## config.mk

```make
export PLATFORM = sky130hd
export DESIGN_NAME = ntt_mult_arbiter
export DESIGN_NICKNAME = d
export VERILOG_FILES = /design/src/rtl/ntt_mult_arbiter.sv
export SDC_FILE = /design/constraint.sdc
export NUM_CORES = 1
export LEC_CHECK = 0
export CAP_MARGIN = 30
export CORE_AREA = 5 5 137 139
export DETAILED_ROUTE_END_ITERATION = 10
export DIE_AREA = 0 0 142 144
export GPL_ROUTABILITY_DRIVEN = 0
export GPL_TIMING_DRIVEN = 0
export HOLD_SLACK_MARGIN = 0.1
export MAX_ROUTING_LAYER = met4
export PLACE_DENSITY = 0.57
export SYNTH_ARGS = -nofsm -noshare
export SYNTH_HDL_FRONTEND = slang
export SYNTH_SLANG_ARGS = --single-unit
```

## constraint.sdc

```tcl
create_clock -name clk -period 2.2 [get_ports clk]
set_clock_uncertainty 0.1 [all_clocks]
set_input_delay 0.55 -clock clk [delete_from_list [all_inputs] [get_ports clk]]
set_output_delay 0.55 -clock clk [all_outputs]
set_load 0.02 [all_outputs]
```

## src/rtl/ntt_mult_arbiter.sv

```systemverilog
// Round-robin owner arbiter and job sequencer for one shared NTT multiplier.
// Optional watchdog on stalled owners: define NTT_ARB_WATCHDOG_EN.
module ntt_mult_arbiter #(
  parameter int NUM_REQ     = 4,
  parameter int WIDTH       = 32,
  parameter int ADDR_WIDTH  = 8,
  parameter int WDOG_CYCLES = 65535,
  localparam int IW = $clog2(NUM_REQ)
) (
  input  logic                         clk,
  input  logic                         rst_n,
  input  logic [NUM_REQ-1:0]           req,
  input  logic [NUM_REQ-1:0]           release_i,
  input  logic [NUM_REQ-1:0]           req_load_coeff,
  input  logic [NUM_REQ-1:0]           req_load_sel,
  input  logic [NUM_REQ*ADDR_WIDTH-1:0] req_load_addr,
  input  logic [NUM_REQ*WIDTH-1:0]     req_load_data,
  input  logic [NUM_REQ-1:0]           req_start,
  input  logic [NUM_REQ*ADDR_WIDTH-1:0] req_read_addr,
  output logic [NUM_REQ-1:0]           grant,
  output logic [NUM_REQ-1:0]           req_done,
  output logic [WIDTH-1:0]             req_read_data,
  output logic [IW-1:0]                owner_id,
  output logic [15:0]                  jobs_done,
  output logic                         wdog_err,
  output logic                         eng_start,
  output logic                         eng_load_coeff,
  output logic                         eng_load_sel,
  output logic [ADDR_WIDTH-1:0]        eng_load_addr,
  output logic [WIDTH-1:0]             eng_load_data,
  output logic [ADDR_WIDTH-1:0]        eng_read_addr,
  input  logic                         eng_done,
  input  logic                         eng_busy,
  input  logic [WIDTH-1:0]             eng_read_data
);

  if (NUM_REQ < 2 || WDOG_CYCLES < 1) begin : g_bad_param
    $error("ntt_mult_arbiter: bad parameters");
  end

  typedef enum logic [1:0] {
    S_IDLE,
    S_LOAD,
    S_RUN,
    S_READ
  } state_t;

  state_t          state;
  logic [IW-1:0]   rr_ptr;
  logic [IW-1:0]   rr_next;
  logic [IW-1:0]   pick;
  logic            wdog_hit;

  logic [ADDR_WIDTH-1:0] ld_addr [NUM_REQ];
  logic [WIDTH-1:0]      ld_data [NUM_REQ];
  logic [ADDR_WIDTH-1:0] rd_addr [NUM_REQ];

  for (genvar g = 0; g < NUM_REQ; g++) begin : g_unpack
    assign ld_addr[g] = req_load_addr[g*ADDR_WIDTH +: ADDR_WIDTH];
    assign ld_data[g] = req_load_data[g*WIDTH +: WIDTH];
    assign rd_addr[g] = req_read_addr[g*ADDR_WIDTH +: ADDR_WIDTH];
  end

  logic own_req;
  logic own_rel;
  logic own_start;
  logic in_load;
  logic in_read;

  assign own_req   = req[owner_id];
  assign own_rel   = release_i[owner_id];
  assign own_start = req_start[owner_id];
  assign in_load   = (state == S_LOAD);
  assign in_read   = (state == S_READ);

  assign rr_next = (owner_id == IW'(NUM_REQ - 1)) ?
                   '0 : owner_id + 1'b1;

  // First requester at or above rr_ptr, wrapping around.
  always_comb begin
    int          idx;
    logic [IW-1:0] cand;
    logic        found;
    pick  = '0;
    found = 1'b0;
    idx   = 0;
    cand  = '0;
    for (int i = 0; i < NUM_REQ; i++) begin
      idx = int'(rr_ptr) + i;
      if (idx >= NUM_REQ) idx = idx - NUM_REQ;
      cand = IW'(idx);
      if (!found && req[cand]) begin
        found = 1'b1;
        pick  = cand;
      end
    end
  end

  always_ff @(posedge clk or negedge rst_n) begin
    if (!rst_n) begin
      state     <= S_IDLE;
      rr_ptr    <= '0;
      owner_id  <= '0;
      grant     <= '0;
      req_done  <= '0;
      eng_start <= 1'b0;
      jobs_done <= '0;
    end else begin
      unique case (state)
        S_IDLE: begin
          if (|req && !eng_busy) begin
            state    <= S_LOAD;
            owner_id <= pick;
            grant    <= {{(NUM_REQ-1){1'b0}}, 1'b1} << pick;
          end
        end
        S_LOAD: begin
          if (own_rel || !own_req || wdog_hit) begin
            state  <= S_IDLE;
            grant  <= '0;
            rr_ptr <= rr_next;
          end else if (own_start) begin
            state     <= S_RUN;
            eng_start <= 1'b1;
          end
        end
        S_RUN: begin
          if (eng_done) begin
            state     <= S_READ;
            eng_start <= 1'b0;
            req_done  <= grant;
            jobs_done <= jobs_done + 16'd1;
          end
        end
        S_READ: begin
          if (own_rel || wdog_hit) begin
            state    <= S_IDLE;
            grant    <= '0;
            req_done <= '0;
            rr_ptr   <= rr_next;
          end
        end
        default: state <= S_IDLE;
      endcase
    end
  end

`ifdef NTT_ARB_WATCHDOG_EN
  logic [31:0] wdog_cnt;

  assign wdog_hit = (in_load || in_read) &&
                    (wdog_cnt + 32'd1 == 32'(WDOG_CYCLES));

  always_ff @(posedge clk or negedge rst_n) begin
    if (!rst_n) begin
      wdog_cnt <= '0;
      wdog_err <= 1'b0;
    end else begin
      wdog_err <= 1'b0;
      if (in_load || in_read)
        wdog_cnt <= wdog_cnt + 32'd1;
      else
        wdog_cnt <= '0;
      // Only flag a release the owner did not ask for itself.
      if (in_load && wdog_hit && own_req && !own_rel)
        wdog_err <= 1'b1;
      if (in_read && wdog_hit && !own_rel)
        wdog_err <= 1'b1;
    end
  end
`else
  assign wdog_hit = 1'b0;
  assign wdog_err = 1'b0;
`endif

  always_comb begin
    eng_load_coeff = 1'b0;
    eng_load_sel   = 1'b0;
    eng_load_addr  = '0;
    eng_load_data  = '0;
    eng_read_addr  = '0;
    unique case (1'b1)
      in_load: begin
        eng_load_coeff = req_load_coeff[owner_id];
        eng_load_sel   = req_load_sel[owner_id];
        eng_load_addr  = ld_addr[owner_id];
        eng_load_data  = ld_data[owner_id];
      end
      in_read: begin
        eng_read_addr = rd_addr[owner_id];
      end
      default: begin
        eng_read_addr = '0;
      end
    endcase
  end

  assign req_read_data = eng_read_data;

endmodule

```

# Word-level counts from Yosys, hierarchy flattened
# Index checks and enable logic that the tools add are counted.
dict set report classes {
  n_mux 63
  order_cmp 10
  n_shift 1
  add_sub_neg 9
  reduce_logical 23
  bitwise_logic 1
  eq_ne 11
}
# operator n
set op_table {}
lappend op_table {{32-bit two-way mux} 3}
lappend op_table {{32-bit binary-select mux with 2-bit select} 1}
lappend op_table {{8-bit two-way mux} 6}
lappend op_table {{8-bit binary-select mux with 2-bit select} 2}
lappend op_table {{2-bit two-way mux} 16}
lappend op_table {{1-bit binary-select mux with 2-bit select} 9}
lappend op_table {{1-bit two-way mux} 17}
lappend op_table {{16-bit by 1-bit adder with 16-bit output (second input constant)} 1}
lappend op_table {{4-bit two-way mux} 4}
lappend op_table {{2-bit by 3-bit less-than comparator with 1-bit output (second input constant)} 5}
lappend op_table {{3-bit >= comparator (second input constant)} 4}
lappend op_table {{4-bit case mux with 3 select lines} 1}
lappend op_table {{4-bit AND reduction} 3}
lappend op_table {{2-bit != test (second input constant)} 5}
lappend op_table {{2-bit case mux with 4 select lines} 1}
lappend op_table {{4-bit case mux with 2 select lines} 1}
lappend op_table {{2-bit by 1-bit subtractor with 2-bit output (second input constant)} 4}
lappend op_table {{2-bit by 2-bit adder with 3-bit output (second input constant)} 2}
lappend op_table {{2-bit == test (second input constant)} 3}
lappend op_table {{3-bit AND reduction} 2}
lappend op_table {{2-bit nonzero test} 3}
lappend op_table {{1-bit zero test} 5}
lappend op_table {{1-bit logical AND} 4}
lappend op_table {{2-bit case mux with 2 select lines} 1}
lappend op_table {{other kinds (14)} 15}
dict set report word_totals {
  input_bits 248
  output_inout_bits 110
  ff_bits 31
  elab_cells 125
}

# Logic depth before layout (Yosys ltp)
dict set report logic_depth {
  ltp_word 17
  ltp_mapped 6
  ltp_nobuf 4
}

# Worst setup path before layout
# Ideal clock, no wire load.
dict set report synth_timing {
  path_type {register -> output}
  from {register owner_id[0]}
  to {output port eng_read_addr[2]}
  path_slack_ps -165
  path_buffers 2
  stages_incl_launch_ff 5
  required_time_ps 1550
  arrival_ps 1715
  path_cell_list {dfrtp_1 buf_6 buf_2 mux4_2 and3_1}
}
dict set report synth_via {
  elab_chain_len 5
}
# item line
set synth_rtl {}
lappend synth_rtl {{start, declared} 23} ;# output logic [IW-1:0] owner_id,
lappend synth_rtl {{start signal, assigned} 113} ;# owner_id <= pick;
lappend synth_rtl {{2-bit NOT with 3-bit output (not written as such)} 190} ;# eng_read_addr = rd_addr[owner_id];
lappend synth_rtl {{8-bit binary-select mux with 2-bit select} 190}
lappend synth_rtl {{8-bit two-way mux (not written as such) (2 in series)} 190}
lappend synth_rtl {{8-bit two-way mux} 182} ;# unique case (1'b1)
lappend synth_rtl {{end, declared} 31} ;# output logic [ADDR_WIDTH-1:0] eng_read_addr,
# Every way passes these cells. The select of a mux whose other input is x is not followed.

# Worst setup path after layout
dict set report layout_timing {
  from {register owner_id[0]}
  to {output port eng_load_data[30]}
}
dict set report layout_via {
  elab_chain_len 5
}
# item line
set layout_rtl {}
lappend layout_rtl {{2-bit NOT with 3-bit output (not written as such)} 187} ;# eng_load_data = ld_data[owner_id];
lappend layout_rtl {{32-bit binary-select mux with 2-bit select} 187}
lappend layout_rtl {{32-bit two-way mux (not written as such) (2 in series)} 187}
lappend layout_rtl {{32-bit two-way mux} 182}
lappend layout_rtl {{end, declared} 30} ;# output logic [WIDTH-1:0] eng_load_data,
# Every way passes these cells. The select of a mux whose other input is x is not followed.

==> impl_metrics.json <==
{
  "clkTransAtPathRegs_ns": 0.05,
  "hold_viol": 0,
  "die_w_um": 142,
  "grt_pass1_vias": 4200,
  "critPathLaunchType": "flip-flop",
  "crit_arrival_ns": 1.83,
  "netlist_area_um2": 3280,
  "status": "finished with violations",
  "cts_tree": "built",
  "drive_above_1_share_pct": 32.6,
  "drv_cap": 0,
  "fmax_mhz": 403,
  "fin_ws_ns": -0.283,
  "n_antenna_cell": 0,
  "max_slew_margin_pct": 59.2,
  "nNetsFinal": 878,
  "synth_cells": 283,
  "final.min_clock_period_ns": 2.48,
  "drc": 0,
  "yosysWarnings": 0,
  "critPathRequiredTime_ns": 1.55,
  "rsz0062_at_grt": "yes",
  "cts_buffer_depth": 2,
  "syn_nets": 533,
  "grt_max_degree": 22,
  "cell_internal_pwr_uw": 4160,
  "crit_type": "flip-flop to output pin",
  "p_per_area_nw_per_um2": 927,
  "p_leak_uw": 0.00298,
  "synth-edff-count": 0,
  "io_buffers": 324,
  "vias_per_cell": 4.48,
  "overflow": 0,
  "ys.flop_type": "dfrtp_1",
  "ir_drop_mv": 0.417,
  "p_total_uw": 6850,
  "p_seq_share_pct": 13.0,
  "ant_nets": 0,
  "start_util_pct": 18.7,
  "grt_antenna_before_repair": 1,
  "crit_fanout": 7,
  "hp-start": "jobs_done[15]",
  "drt-pass1-iter-count": 4,
  "boundaryPins": 358,
  "clkLatencyLatePin_ns": 0.27,
  "vias": 3836,
  "tightest_slew_ns": 0.609,
  "finalMaxSlewViolations": 0,
  "routed_wl_mm": 17.3,
  "startpoint": "owner_id[0]",
  "routedWlPerCell_um": 20.1,
  "core-area_um2": 17500,
  "postCtsHoldBufs": 0,
  "die_y_um": 144,
  "ys_types": 43,
  "cts_inserted_buffers": 5,
  "root_buffer": "clkbuf_16",
  "grt_pass1_wl_mm": 24.7,
  "ys_seq_elements": 31,
  "hpwl_mm": 15.1,
  "r2r-start": "owner_id[0]",
  "num_rows": 49,
  "p_clk_share_pct": 9.8,
  "grt_use_total_pct": 16.4,
  "hold_path.class": "flip-flop to flip-flop",
  "fin_crit_sh_pct": 113,
  "ys_async_sr_fraction_pct": 100,
  "first_iter_violations": 63,
  "power_frac_comb_pct": 77.3,
  "crit_path_end_kind": "output pin",
  "setup_viol": 51,
  "p_sw_share_pct": 39.3,
  "violations": "setup timing",
  "seq_area_frac_synth_pct": 23.7,
  "synth_area_per_cell_um2": 11.6,
  "die-area_um2": 20400,
  "area_delta_synth_final_pct": 126,
  "cts.sinks": 31,
  "preCtsSetupSlack_ns": -0.808,
  "switchingPower_uw": 2690,
  "cts_max_level": 2
}
==> what timing repair did <==
item,CTS,global route
setup endpoints to repair,50,52
pin swaps,0,2
setup buffers,4,4
cloned,1,4
resized for setup,292,58
==> per-stage QoR <==
step	setup TNS [ns]	instance area, um^2	instances	hold WS [ns]	utilization (%)
final	-12.51	7390	857	0.387	42.2
after global routing	-16.10	7390	857	0.408	42.2
after CTS	-11.93	7080	849	0.384	40.4
after detailed placement	-36.05	6850	837	0.370	39.1
after global placement	-36.28	6820	836	0.359	38.9
after floorplan	-1.96	3290	283	0.154	-
==> power groups by stage <==
stage,clock network (uW),registers [uW],logic (uW)
finish,670,888,5290
global route,709,917,5640
CTS,687,884,4830
detailed placement,0,891,4620
global placement,0,888,4570
floorplan,0,997,2600
==> path summary, 6_finish.rpt <==
kind | to | slack [ns] | depth (start not counted)
worst min register to register | jobs_done[15] | 0.39 | 1
worst max-delay path | eng_load_data[30] | -0.28 | 5
min in group asynchronous | jobs_done[15] | 0.56 | 1
max in group asynchronous | owner_id[0] | 0.91 | 2
worst min-delay path | jobs_done[15] | 0.39 | 1
worst max register to register | rr_ptr[1] | -0.01 | 6
==> cells in the mapped netlist (3+ instances only) <==
cell       n  area share [%]
mux4_2    52              36
buf_2      8             1.2
nand2_1   10             1.1
xnor2_1    7             1.9
inv_1      5            0.57
and3_1     8             1.5
nand3_1    5            0.76
dfrtp_1   31              24
o31ai_1    3            0.69
nand4_1    4            0.76
a22o_1     4             1.1
nor3_1     7             1.1
buf_4     33             7.6
clkbuf_1  10             1.1
xor2_1     8             2.1
nor2b_1   43             8.2
o21ai_0    3            0.46
nor2_1     9             1.0
==> placed cells by master (no fill, tap or decap), types with 3 or more instances in the layout <==
cell type,synthesis,final
a22o_1,4,4
and3_4,0,8
buf_12,0,7
buf_2,8,10
buf_4,33,58
buf_6,1,27
clkbuf_16,0,9
clkbuf_2,0,4
clkbuf_8,0,4
clkdlybuf4s50_1,0,268
dfrtp_1,31,30
dlygate4sd2_1,0,6
inv_1,5,5
mux4_2,52,52
nand2_1,10,10
nand3_1,5,5
nand4_1,4,4
nor2_1,9,9
nor2b_1,43,28
nor2b_2,0,4
nor2b_4,0,11
nor3_1,7,7
o21ai_0,3,3
o31ai_1,3,3
xnor2_1,7,7
xor2_1,8,8
==> per-layer routing <==
layer  vias to the layer above  wire, um  part of all wire, %  track usage, %
li1                       1730         -                    -               -
met1                      1844      6220                   36            17.1
met2                       230      9100                   53            30.8
met3                        32      1400                  8.1            3.70
met4                         0       549                  3.2            4.80
met5                         -         0                    0               -
==> area by class of cell <==
type | instances | area [um^2]
clock inverters | 1 | 5.00
repair buffers | 338 | 3420
clock buffers | 6 | 139
fillers | 1685 | 10100
multi-input cells | 194 | 2280
plain buffers | 53 | 469
flip-flops and latches | 31 | 777
inverters | 5 | 18.8
well taps | 229 | 287
==> critical path, cell delays in order, from the launching register on <==
cell and delay [ns]:
dfrtp_2 0.43, buf_12 0.17, clkbuf_16 0.16, mux4_2 0.49
nor2b_1 0.14, buf_4 0.17
==> registers in the layout, summed over array words and instances (netlist names), named ones only <==
signal / flops
owner_id: 2
jobs_done: 16
grant: 4
state: 1
eng_start: 1
req_done: 4
rr_ptr: 2
==> logic make-up after synthesis <==
kind of cell             after synthesis  share of synthesized area [%]
AND/OR/NAND/NOR                       95                           16.6
multiplexers                          57                           37.5
AO/OA/AOI/OAI                         24                           6.34
other                                  1                          0.114
XOR/XNOR                              15                           4.01
flip-flops                            31                           23.7
adder cells (fa/ha/maj)                2                          0.764
buffers and inverters                 58                           11.0
No activity file was read; power rests on OpenSTA's default activity.
